===== src/rtl/fpdiv_r64_pkg.sv =====
// rtl/fpdiv_r64_pkg.sv - shared radix-4 divider digit encodings and accumulator FSM states
package fpdiv_r64_pkg;

    // One-hot radix-4 quotient digits as produced by the QDS
    localparam logic [4:0] QUO_DIG_NEG_2 = 5'b10000;
    localparam logic [4:0] QUO_DIG_NEG_1 = 5'b01000;
    localparam logic [4:0] QUO_DIG_ZERO  = 5'b00100;
    localparam logic [4:0] QUO_DIG_POS_1 = 5'b00010;
    localparam logic [4:0] QUO_DIG_POS_2 = 5'b00001;

    typedef enum logic [1:0] {
        ST_IDLE = 2'd0,
        ST_ITER = 2'd1,
        ST_DONE = 2'd2
    } otfc_state_e;

endpackage


===== src/rtl/r4_otfc_step.sv =====
// rtl/r4_otfc_step.sv - combinational one-digit on-the-fly conversion of Q/QM
import fpdiv_r64_pkg::*;

module r4_otfc_step #(
    parameter int QUO_W = 56
) (
    input  logic [QUO_W-1:0] quo,
    input  logic [QUO_W-1:0] quo_m1,
    input  logic [4:0]       quo_dig,
    output logic [QUO_W-1:0] quo_nxt,
    output logic [QUO_W-1:0] quo_m1_nxt
);

    logic [QUO_W-1:0] quo_sh;
    logic [QUO_W-1:0] quo_m1_sh;

    // Shift both candidates by one radix-4 position; top bits wrap out
    assign quo_sh    = quo << 2;
    assign quo_m1_sh = quo_m1 << 2;

    // Select the new low digit pair and which candidate each result grows from
    always_comb begin
        quo_nxt    = quo_sh;
        quo_m1_nxt = quo_m1_sh | QUO_W'(2'b11);
        case (quo_dig)
            QUO_DIG_POS_2: begin
                quo_nxt    = quo_sh | QUO_W'(2'b10);
                quo_m1_nxt = quo_sh | QUO_W'(2'b01);
            end
            QUO_DIG_POS_1: begin
                quo_nxt    = quo_sh | QUO_W'(2'b01);
                quo_m1_nxt = quo_sh;
            end
            QUO_DIG_ZERO: begin
                quo_nxt    = quo_sh;
                quo_m1_nxt = quo_m1_sh | QUO_W'(2'b11);
            end
            QUO_DIG_NEG_1: begin
                quo_nxt    = quo_m1_sh | QUO_W'(2'b11);
                quo_m1_nxt = quo_m1_sh | QUO_W'(2'b10);
            end
            QUO_DIG_NEG_2: begin
                quo_nxt    = quo_m1_sh | QUO_W'(2'b10);
                quo_m1_nxt = quo_m1_sh | QUO_W'(2'b01);
            end
            default: begin
                // Malformed digit: result is don't-care, treat like zero
                quo_nxt    = quo_sh;
                quo_m1_nxt = quo_m1_sh | QUO_W'(2'b11);
            end
        endcase
    end

endmodule


===== src/rtl/r4_otfc_quo_acc.sv =====
// rtl/r4_otfc_quo_acc.sv - radix-4 OTFC quotient accumulator; optional R4_OTFC_ONEHOT_CHK_EN digit checker
import fpdiv_r64_pkg::*;

module r4_otfc_quo_acc #(
    parameter int QUO_W  = 56,
    parameter int ITER_W = 5
) (
    input  logic              clk,
    input  logic              rst,
    input  logic              start_valid_i,
    output logic              start_ready_o,
    input  logic [ITER_W-1:0] iter_num_i,
    input  logic              flush_i,
    input  logic              dig_valid_i,
    input  logic [4:0]        quo_dig_i,
    output logic [4:0]        prev_quo_dig_o,
    output logic              busy_o,
    output logic              finish_valid_o,
    input  logic              finish_ready_i,
    output logic [QUO_W-1:0]  quo_o,
    output logic [QUO_W-1:0]  quo_m1_o
`ifdef R4_OTFC_ONEHOT_CHK_EN
    ,
    output logic              dig_err_o
`endif
);

    otfc_state_e       state_q;
    otfc_state_e       state_d;
    logic [QUO_W-1:0]  quo_q;
    logic [QUO_W-1:0]  quo_m1_q;
    logic [QUO_W-1:0]  quo_nxt;
    logic [QUO_W-1:0]  quo_m1_nxt;
    logic [4:0]        prev_dig_q;
    logic [ITER_W-1:0] cnt_q;
    logic              start_hs;
    logic              dig_acc;

    assign start_hs = (state_q == ST_IDLE) && start_valid_i;
    assign dig_acc  = (state_q == ST_ITER) && dig_valid_i;

    r4_otfc_step #(
        .QUO_W (QUO_W)
    ) u_step (
        .quo        (quo_q),
        .quo_m1     (quo_m1_q),
        .quo_dig    (quo_dig_i),
        .quo_nxt    (quo_nxt),
        .quo_m1_nxt (quo_m1_nxt)
    );

    // FSM state register
    always_ff @(posedge clk) begin
        if (rst) begin
            state_q <= ST_IDLE;
        end else begin
            state_q <= state_d;
        end
    end

    // Next-state logic; flush overrides every transition
    always_comb begin
        state_d = state_q;
        case (state_q)
            ST_IDLE: if (start_valid_i) state_d = ST_ITER;
            ST_ITER: if (dig_valid_i && (cnt_q == ITER_W'(1))) state_d = ST_DONE;
            ST_DONE: if (finish_ready_i) state_d = ST_IDLE;
            default: state_d = ST_IDLE;
        endcase
        if (flush_i) begin
            state_d = ST_IDLE;
        end
    end

    // Q/QM, previous digit and remaining-digit counter
    always_ff @(posedge clk) begin
        if (rst || flush_i) begin
            quo_q      <= '0;
            quo_m1_q   <= '1;
            prev_dig_q <= QUO_DIG_ZERO;
            cnt_q      <= '0;
        end else if (start_hs) begin
            quo_q      <= '0;
            quo_m1_q   <= '1;
            prev_dig_q <= QUO_DIG_ZERO;
            // A zero count still produces one digit
            cnt_q      <= (iter_num_i == '0) ? ITER_W'(1) : iter_num_i;
        end else if (dig_acc) begin
            quo_q      <= quo_nxt;
            quo_m1_q   <= quo_m1_nxt;
            prev_dig_q <= quo_dig_i;
            cnt_q      <= cnt_q - ITER_W'(1);
        end
    end

    assign start_ready_o  = (state_q == ST_IDLE);
    assign busy_o         = (state_q == ST_ITER);
    assign finish_valid_o = (state_q == ST_DONE);
    assign prev_quo_dig_o = prev_dig_q;
    assign quo_o          = quo_q;
    assign quo_m1_o       = quo_m1_q;

`ifdef R4_OTFC_ONEHOT_CHK_EN
    logic dig_err_q;

    // Sticky flag for any accepted digit that is not one-hot
    always_ff @(posedge clk) begin
        if (rst || flush_i || start_hs) begin
            dig_err_q <= 1'b0;
        end else if (dig_acc && !$onehot(quo_dig_i)) begin
            dig_err_q <= 1'b1;
        end
    end

    assign dig_err_o = dig_err_q;

    a_dig_onehot: assert property (@(posedge clk) disable iff (rst || flush_i)
        dig_acc |-> $onehot(quo_dig_i));
`endif

endmodule

===== config.mk =====
export PLATFORM = sky130hd
export DESIGN_NAME = r4_otfc_quo_acc
export DESIGN_NICKNAME = d
export VERILOG_FILES = /design/src/rtl/fpdiv_r64_pkg.sv /design/src/rtl/r4_otfc_step.sv /design/src/rtl/r4_otfc_quo_acc.sv
export SDC_FILE = /design/constraint.sdc
export NUM_CORES = 1
export LEC_CHECK = 0
export ABC_AREA = 1
export ABC_CLOCK_PERIOD_IN_PS = 1800
export BUFFER_PORTS_ARGS = -buffer_cell sky130_fd_sc_hd__buf_2
export CORE_MARGIN = 5
export CORE_UTILIZATION = 55
export DETAILED_ROUTE_END_ITERATION = 12
export GPL_TIMING_DRIVEN = 0
export PLACE_DENSITY = 0.8
export SLEW_MARGIN = 20
export SYNTH_ARGS = -nofsm -noshare
export SYNTH_HDL_FRONTEND = slang
export SYNTH_SLANG_ARGS = --single-unit

===== constraint.sdc =====
create_clock -name clk -period 1.8 [get_ports clk]
set_clock_uncertainty 0.15 [all_clocks]
set_input_delay 0.36 -clock clk [delete_from_list [all_inputs] [get_ports clk]]
set_output_delay 0.36 -clock clk [all_outputs]
set_load 0.01 [all_outputs]

; ---- Word-level counts from Yosys, hierarchy flattened
; Index checks and enable logic that the tools add are counted.
[totals]
out_inout_bits = 120
wordCells = 35
input_bits = 16
reg_bits = 124
[classes]
n_addsub = 1
n_mux = 9
reduce_logical = 10
eq_ne = 10
[op_table]
columns = cell, count
row1 = case mux 56 bit (4 select lines), 2
row2 = two-way mux 5 bit, 3
row3 = == test 5 x 1 -> 1 bit (second input constant), 2
row4 = two-way mux 2 bit, 3
row5 = case mux 2 bit (3 select lines), 1
row6 = == test 5 x 2 -> 1 bit (second input constant), 1
row7 = == test 5 x 4 -> 1 bit (second input constant), 1
row8 = == test 5 bit (second input constant), 1
row9 = logical NOT 5 bit, 1
row10 = subtractor 5 x 1 -> 5 bit (second input constant), 1
row11 = != test 2 x 1 -> 1 bit (second input constant), 2
row12 = OR reduction 2 bit, 2
row13 = logical AND 1 bit, 3
row14 = AND reduction 3 bit, 1
row15 = == test 2 x 1 -> 1 bit (second input constant), 1
row16 = == test 2 bit (second input constant), 1
row17 = logical NOT 2 bit, 1
row18 = != test 2 bit (second input constant), 1
row19 = nonzero test 2 bit, 1
row20 = logical OR 1 bit, 1

; ---- Depth between registers and ports, before layout
; Gate-level depths: netlist of run 1.
[logic_depth]
word_depth = 4
mapped_depth = 9
depth_no_buf = 8

; ---- Modules after synthesis
; From an unflattened synthesis of run 1, not the netlist that was laid out.
[hier_totals]
hier_cells = 959
hier_area_um2 = 6256.0
[modules_own_cells]
columns = module, area_per_inst_um2, seq_area_each_um2, cells_per_inst, n_inst
row1 = r4_otfc_quo_acc, 4475.5, 2482.4, 583, 1
row2 = r4_otfc_step, 1780.5, 0.0, 376, 1

; ---- Worst setup path before layout of run 1
; Ideal clock, no wire load.
[synth_path]
path_kind = input to register
start = input flush_i
end = register quo_m1_q[47], in the netlist quo_m1_o[47]
path_slack_ns = 0.278
stages = 7
arrival_time_ns = 1.257
n_path_buf = 2
t_required_ns = 1.535
setup_time_ns = 0.115
path_cell_list = or2_0 -> buf_2 -> nor2_8 -> inv_4 -> buf_2 -> a21oi_1 -> nand2_1
[synth_via]
elab_chain_cells = 2
[synth_lines]
columns = element, line_no
row1 = start: declaration, r4_otfc_quo_acc.sv:13  ; input logic flush_i,
row2 = logical OR 1 bit, r4_otfc_quo_acc.sv:77  ; if (rst || flush_i) begin
row3 = OR reduction 2 bit (no source line), -
row4 = end signal: assignment, r4_otfc_quo_acc.sv:90  ; quo_m1_q <= quo_m1_nxt;
row5 = end: declaration, r4_otfc_quo_acc.sv:31  ; logic [QUO_W-1:0] quo_m1_q;
; No other way between the ends.
; A chain may end at the register's enable or synchronous reset.

; ---- Worst setup path after layout of run 1
[layout_path]
start = register state_q[0]
end = register quo_q[48], in the netlist quo_o[48]
[layout_via]
elab_chain_cells = 3
word_cells_on_any_way = 5
classes_between = 1 x eq/ne / 4 x reduce/logical
[layout_lines]
columns = element, line_no
row1 = start: declaration, r4_otfc_quo_acc.sv:28  ; otfc_state_e state_q;
row2 = start signal: assignment, r4_otfc_quo_acc.sv:57  ; state_q <= state_d;
row3 = logical NOT 2 bit, r4_otfc_quo_acc.sv:39  ; assign start_hs = (state_q == ST_IDLE) && start_valid_i;
row4 = logical AND 1 bit, r4_otfc_quo_acc.sv:39
row5 = OR reduction 2 bit (no source line), -
row6 = end signal: assignment, r4_otfc_quo_acc.sv:89  ; quo_q <= quo_nxt;
row7 = end: declaration, r4_otfc_quo_acc.sv:30  ; logic [QUO_W-1:0] quo_q;
; Parallel ways exist; a longest one is shown, timed or not.

==> results of run 1 <==
[final cells by class]
class	instances	share of cell area, %
Inverter	19	0.979
Timing Repair Buffer	138	8.93
Tap cell	143	2.30
Clock buffer	26	6.53
Clock inverter	2	0.128
Buffer	71	5.12
Sequential cell	124	31.9
Multi-Input combinational cell	786	44.1
[worst min path at each step]
stage                                startpoint                        endpoint  depth (start not counted)
after global routing             finish_ready_i         state_q[1]$_SDFFE_PP0P_                          4
after CTS                          quo_dig_i[2]  prev_quo_dig_o[2]$_SDFFE_PP1P_                          3
after global placement    cnt_q[1]$_SDFFE_PP0P_           cnt_q[1]$_SDFFE_PP0P_                          2
after detailed placement  cnt_q[1]$_SDFFE_PP0P_           cnt_q[1]$_SDFFE_PP0P_                          2
after floorplan           cnt_q[1]$_SDFFE_PP0P_           cnt_q[1]$_SDFFE_PP0P_                          2
final                              quo_dig_i[2]  prev_quo_dig_o[2]$_SDFFE_PP1P_                          3
[logic make-up (layout without fill, tap and decap cells)]
| group | Yosys count | count (layout) |
|---|---|---|
| AND/OR/NAND/NOR | 653 | 653 |
| adder cells (fa/ha/maj) | 2 | 2 |
| flip-flops | 124 | 124 |
| AO/OA/AOI/OAI | 129 | 129 |
| XOR/XNOR | 2 | 2 |
| buffers and inverters | 90 | 256 |
[sequential cells by signal, summed over array words and instances, names as in the netlist]
register / count
quo_m1_o: 56
quo_o: 56
cnt_q: 5
prev_quo_dig_o: 5
state_q: 2
[power by group through the flow]
stage	logic [mW]	registers [mW]	clock network [mW]
floorplan	0.355	2.87	0
CTS	0.521	2.81	3.06
detailed placement	0.516	2.87	0
finish	0.538	2.81	3.05
global placement	0.509	2.86	0
global route	0.601	2.81	3.21
[timing repair]
action | in CTS | in global routing
endpoints found under the setup margin | 53 | 91
resized for setup | 3 | 23
pin swaps | 0 | 1
setup buffers | 0 | 3
[cells in the mapped netlist (all sizes together)]
cell	instances	area share, %
nand4	1	0.099
o211ai	2	0.24
nor2	127	8.0
a31oi	1	0.099
inv	19	1.2
a41oi	1	0.14
dfxtp	124	39
clkbuf	13	0.77
o21ai	62	4.9
or2	2	0.20
a21oi	62	4.9
buf	58	5.0
nand2	352	21
xor2	2	0.28
o21a	1	0.12
nand3	171	14
ha	2	0.39
[critical path, cell delays in order (launching register included)]
cell and delay [ps]:
sky130_fd_sc_hd__dfxtp_1 340, sky130_fd_sc_hd__inv_2 50, sky130_fd_sc_hd__nor2_4 160, sky130_fd_sc_hd__nand2_8 120, sky130_fd_sc_hd__inv_4 120, sky130_fd_sc_hd__buf_6 160
sky130_fd_sc_hd__buf_4 200, sky130_fd_sc_hd__nand2_1 90, sky130_fd_sc_hd__nor2_1 140, sky130_fd_sc_hd__nor2_1 50
[through the flow]
| step | power, mW | hold WS (ps) | utilization, % | TNS (ps) |
|---|---|---|---|---|
| floorplan | 3.23 | 293 | - | 0 |
| global placement | 3.37 | 301 | 63.4 | -1800 |
| detailed placement | 3.38 | 306 | 63.4 | -3230 |
| CTS | 6.39 | 48.5 | 68.0 | 0 |
| global route | 6.63 | 69.9 | 68.5 | -24.8 |
| finish | 6.40 | 54.6 | 68.5 | 0 |
[layer usage]
layer  GRT usage [%]  vias to the layer above  share of wire (%)
met5               0                        -              0.072
met2            43.7                      280                 47
met3            7.07                       28                7.7
li1                -                     3591                  -
met4            10.8                        4                1.7
met1            36.5                     3363                 44
==> flow_summary_export.csv, run 1 <==
group,metric,value,unit
outcome,run_status,"finished, final reports clean",
drt,drcViolationCount,0,
final_layout,total_number_of_nets_in_the_final_design,1175,
drt,antenna_left,0,
timing,final-setup-viol-count,0,
drt,drt_pre_antenna_iters,7,
synthesis,synth-adder-area-share,0.394,%
synthesis,syn-mean-instance-area,6.35,sq um
critical_path,worst_ep_arrival,1850,ps
power,sequentialPowerShare,43.9,%
critical_path,timing.critical_path.from_type,"flop",
synthesis,fraction_of_the_mapped_netlist_area_in_compound_gates,10.4,%
critical_path,worst_setup_path_endpoint,"quo_o[48]$_SDFFE_PP0P_",
synthesis,synth-seq-area-share,39.1,%
drt,drt_iter0_markers,876,
final_layout,layout.cell_area.non_filler,7790,sq um
final_layout,filler_cell_count,1051,
clock_network,cts-buffers-inserted,17,
timing,timing.fmax,593,MHz
timing,worst_slew_margin_rel,62.7,%
final_layout,mostFrequentLayoutCell,"sky130_fd_sc_hd__nand2_1",
synthesis,yosys.area_share.simple,42.9,%
synthesis,yosys_warnings,0,
die,placement_rows,39,
final_layout,antenna_cells_inserted,0,
power,fraction_of_power_spent_switching_nets,23.8,%
global_routing,grt_max_degree,17,
power,p_leak,3.62,nW
timing,postLayoutSetupSlackWorst,115,ps
placed_design,globalplace.congestion,0.879,
critical_path,rrSetupSlack,110,ps
synthesis,ys_types,29,
placed_design,numPortBuffers,135,
synthesis,synth_xor_area_share,0.276,%
die,die_y,117,um
min_path,min-delay-path-class,"primary input to flop",
clock_network,ctsRootBufferMaster,"sky130_fd_sc_hd__clkbuf_16",
drt,via_count,7266,
synthesis,mappedNetlistNets,1018,
global_routing,gr-total-overflow,0,
power,netSwitchingPower,1.52,mW
drt,drt-vias-per-instance,5.55,
timing,period_minus_slack,1690,ps
synthesis,largest_family_of_logic_cells_by_synthesized_area,"simple AND/OR/NAND/NOR gates",
clock_network,tritoncts,"done",
run,max_cap_viol_count,0,
power,total_power_density_per_cell_area,821,nW/um^2
drt,wl_per_cell,14.9,um
final_layout,drive_above_1_share,20.2,%
critical_path,cp-end-kind,"flop",
die,num_io_pins,136,
die,core_region_area,11400,sq um
placed_design,post-place-ws,-60.1,ps
placed_design,dpl.cell_count,1278,
critical_path,worstPathRequired,1960,ps
global_routing,vias_in_the_first_global_route,6771,
placed_design,postPlaceCellArea,7200,sq um
critical_path,worstSetupPathType,"flop to flop",
critical_path,regToRegEndpoint,"quo_o[48]$_SDFFE_PP0P_",
clock_network,cts.clk_slew.worst_paths,50,ps
critical_path,reg2reg_depth,9,
timing,final_max_slew_viol_count,0,
critical_path,timing.rr.start,"state_q[0]$_SDFFE_PP0P_",
final_layout,area_taken_by_multi_input_logic_gates,3440,sq um
synthesis,synth.area.mux_share,0,%
global_routing,gr_util_all_layers,27.8,%
power,p_clk_share,47.7,%
synthesis,synth_area,6350,sq um
final_layout,mostFrequentLayoutCells,"sky130_fd_sc_hd__nand2_1, sky130_fd_sc_hd__buf_2, sky130_fd_sc_hd__nand3_1, sky130_fd_sc_hd__nor2_1, sky130_fd_sc_hd__dfxtp_1",
synthesis,synthCells,1000,
clock_network,clkLatencyLatePin,420,ps
timing,timing.final.hold_violations,0,
timing,final_min_period_over_clock_period,93.6,%
critical_path,worstPathMaxFanout,10,
die,chip_width,117,um
critical_path,timing.critical_path.from,"state_q[0]$_SDFFE_PP0P_",
clock_network,cts_hold_fix_bufs,0,
power,internal_power,4.88,mW
clock_network,clockBufferDepth,2,
clock_network,htree_levels,4,
placed_design,detailed_placement_wirelength_estimate,13400,um
synthesis,register_bit_count_reported_by_yosys,124,
global_routing,grt_pass1_wl,32500,um
clock_network,clock_sinks,124,
die,die_area,13800,sq um
global_routing,grt_antenna_before_repair,2,
final_layout,area_growth_syn_to_layout,22.8,%
die,initial_core_util,55.8,%
power,max-vdd-ir-drop,752,uV
timing,tightestPinTransition,559,ps
drt,finalWirelength,19500,um
final_layout,post_layout_nonfiller_instances,1309,
power,power.share.combinational,8.4,%
final_layout,area.sequential,2480,sq um
Note: power is estimated with default switching activity, not from simulation.
==> run 2, diff against run 1 <==
- BUFFER_PORTS_ARGS: -buffer_cell sky130_fd_sc_hd__buf_2 -> -buffer_cell sky130_fd_sc_hd__buf_4
- SLEW_MARGIN: 20 -> 40
==> run 2 against run 1 <==
Compared with the run above: via count up 0.89%; first-iteration DRC count grew 12%; count of clock-buffer cells in the layout stayed put; maximum frequency up 0.31%; highest routed layer is now met4.
==> flow_summary_export.csv, run 2 (synthesis results as in run 1) <==
group,metric,value,unit
final_layout,total_number_of_nets_in_the_final_design,1176,
timing,timing.setup.tns,0,ps
power,total_power_density_per_cell_area,825,nW/um^2
critical_path,cp_common_cell,"sky130_fd_sc_hd__nor2_1",
timing,final-setup-viol-count,0,
final_layout,antenna_cells_inserted,0,
final_layout,mostFrequentLayoutCells,"sky130_fd_sc_hd__nand2_1, sky130_fd_sc_hd__nand3_1, sky130_fd_sc_hd__buf_4, sky130_fd_sc_hd__nor2_1, sky130_fd_sc_hd__dfxtp_1",
timing,postLayoutSetupSlackWorst,120,ps
final_layout,layout.cell_area.non_filler,8220,sq um
drt,drt_iter0_markers,981,
clock_network,cts.clk_slew.worst_paths,50,ps
critical_path,cp-end-kind,"flop",
critical_path,worstPathRequired,2020,ps
die,num_io_pins,136,
critical_path,timing.critical_path.slowest_stage_cell,"sky130_fd_sc_hd__dfxtp_2",
global_routing,gr_util_all_layers,28.7,%
timing,tightestPinTransition,580,ps
placed_design,dpl.cell_count,1278,
timing,final_min_period_over_clock_period,93.3,%
critical_path,crit_path_cell_trace,"nor2_1 > nand2_2 > inv_2 > nor2_8 > clkbuf_2 > clkbuf_4 > o21ai_0 > nor2_1",
timing,timing.fmax,595,MHz
critical_path,worstSetupPathType,"flop to flop",
timing,final_max_slew_viol_count,0,
clock_network,cts-buffers-inserted,17,
drt,drt_pre_antenna_iters,5,
timing,worst_slew_margin_rel,61.3,%
clock_network,cts_hold_fix_bufs,0,
critical_path,timing.critical_path.from_type,"flop",
critical_path,timing.critical_path.max_delay_family,"buffers and inverters",
clock_network,tritoncts,"done",
critical_path,worst_ep_arrival,1900,ps
placed_design,post-place-ws,-92.4,ps
final_layout,post_layout_nonfiller_instances,1314,
global_routing,vias_in_the_first_global_route,6712,
outcome,run_status,"finished, final reports clean",
placed_design,numPortBuffers,135,
die,initial_core_util,55.8,%
clock_network,clkLatencyLatePin,430,ps
placed_design,detailed_placement_wirelength_estimate,13600,um
timing,timing.final.hold_violations,0,
drt,drcViolationCount,0,
critical_path,cp.buffers_inverters,3,
timing,period_minus_slack,1680,ps
drt,wl_per_cell,15.3,um
clock_network,htree_levels,4,
global_routing,grt_max_degree,17,
min_path,min-delay-path-class,"primary input to flop",
global_routing,grt_antenna_before_repair,0,
timing,timing.hold.ws,56.3,ps
die,die_y,117,um
final_layout,final_core_util,72.3,%
drt,antenna_left,0,
drt,drt-vias-per-instance,5.58,
placed_design,postPlaceCellArea,7540,sq um
die,chip_width,117,um
die,placement_rows,39,
clock_network,ctsRootBufferMaster,"sky130_fd_sc_hd__clkbuf_16",
critical_path,worstPathMaxFanout,10,
placed_design,globalplace.congestion,0.876,
global_routing,gr-total-overflow,0,
drt,finalWirelength,20100,um
power,totalPowerFinal,6.78,mW
global_routing,grt_pass1_wl,33300,um
clock_network,clock_sinks,124,
drt,via_count,7331,
final_layout,mostFrequentLayoutCell,"sky130_fd_sc_hd__nand2_1",
power,p_leak,3.79,nW
final_layout,drive_above_1_share,20.6,%
critical_path,max_stage_delay,360,ps
power,max-vdd-ir-drop,857,uV
final_layout,area_growth_syn_to_layout,29.4,%
run,max_cap_viol_count,0,
die,die_area,13800,sq um
clock_network,clockBufferDepth,2,
die,core_region_area,11400,sq um
run 2: cell types whose count changed in the layout (fill, tap and decap cells not counted), moves of 2 or more:
cell                       delta
sky130_fd_sc_hd__buf_2      -136
sky130_fd_sc_hd__buf_4      +135
sky130_fd_sc_hd__clkbuf_1     -2
sky130_fd_sc_hd__clkbuf_2     -2
sky130_fd_sc_hd__clkbuf_8     +3
sky130_fd_sc_hd__clkinv_2     +3
run 2: final timing paths:
kind,startpoint,to,slack [ps],cells past startpoint
max,state_q[1]$_SDFFE_PP0P_,quo_o[16]$_SDFFE_PP0P_,120,8
min,quo_dig_i[2],prev_quo_dig_o[2]$_SDFFE_PP1P_,60,3
max reg2reg,state_q[1]$_SDFFE_PP0P_,quo_o[16]$_SDFFE_PP0P_,120,8
min reg2reg,cnt_q[1]$_SDFFE_PP0P_,cnt_q[1]$_SDFFE_PP0P_,310,2
run 2: worst reg2reg max path: stages (launching register included):
cell	delay, ps
sky130_fd_sc_hd__dfxtp_2	360
sky130_fd_sc_hd__nor2_1	70
sky130_fd_sc_hd__nand2_2	110
sky130_fd_sc_hd__inv_2	110
sky130_fd_sc_hd__nor2_8	190
sky130_fd_sc_hd__clkbuf_2	200
sky130_fd_sc_hd__clkbuf_4	220
sky130_fd_sc_hd__o21ai_0	110
sky130_fd_sc_hd__nor2_1	100
run 2: cell type report:
class	instances	area, sq um
Buffer	71	399
Clock buffer	26	539
Clock inverter	6	55.1
Fill cell	971	3150
Inverter	19	76.3
Multi-Input combinational cell	786	3430
Sequential cell	124	2480
Tap cell	143	179
Timing Repair Buffer	139	1050
run 2: metal layers:
metal	global-route usage [%]	part of all wire [%]	wire length [um]	up-vias
li1	-	-	-	3585
met1	38.5	43	8630	3402
met2	43.5	46	9240	305
met3	8.08	9.1	1830	39
met4	11.2	1.9	380	0
met5	0	0	0	-
run 2: repair_timing:
item | CTS | global route
endpoints found under the setup margin | 45 | 80
setup buffers | 0 | 4
hold endpoints to repair | 0 | 0
gates resized for setup | 4 | 18
pin swaps | 0 | 1
run 2: power breakdown:
group	internal, mW	total [mW]	leakage [nW]	switching, mW
clock	2.18	3.40	0.302	1.22
combinational	0.217	0.566	2.48	0.349
sequential	2.78	2.81	1.00	0.0325
total	5.17	6.78	3.79	1.60
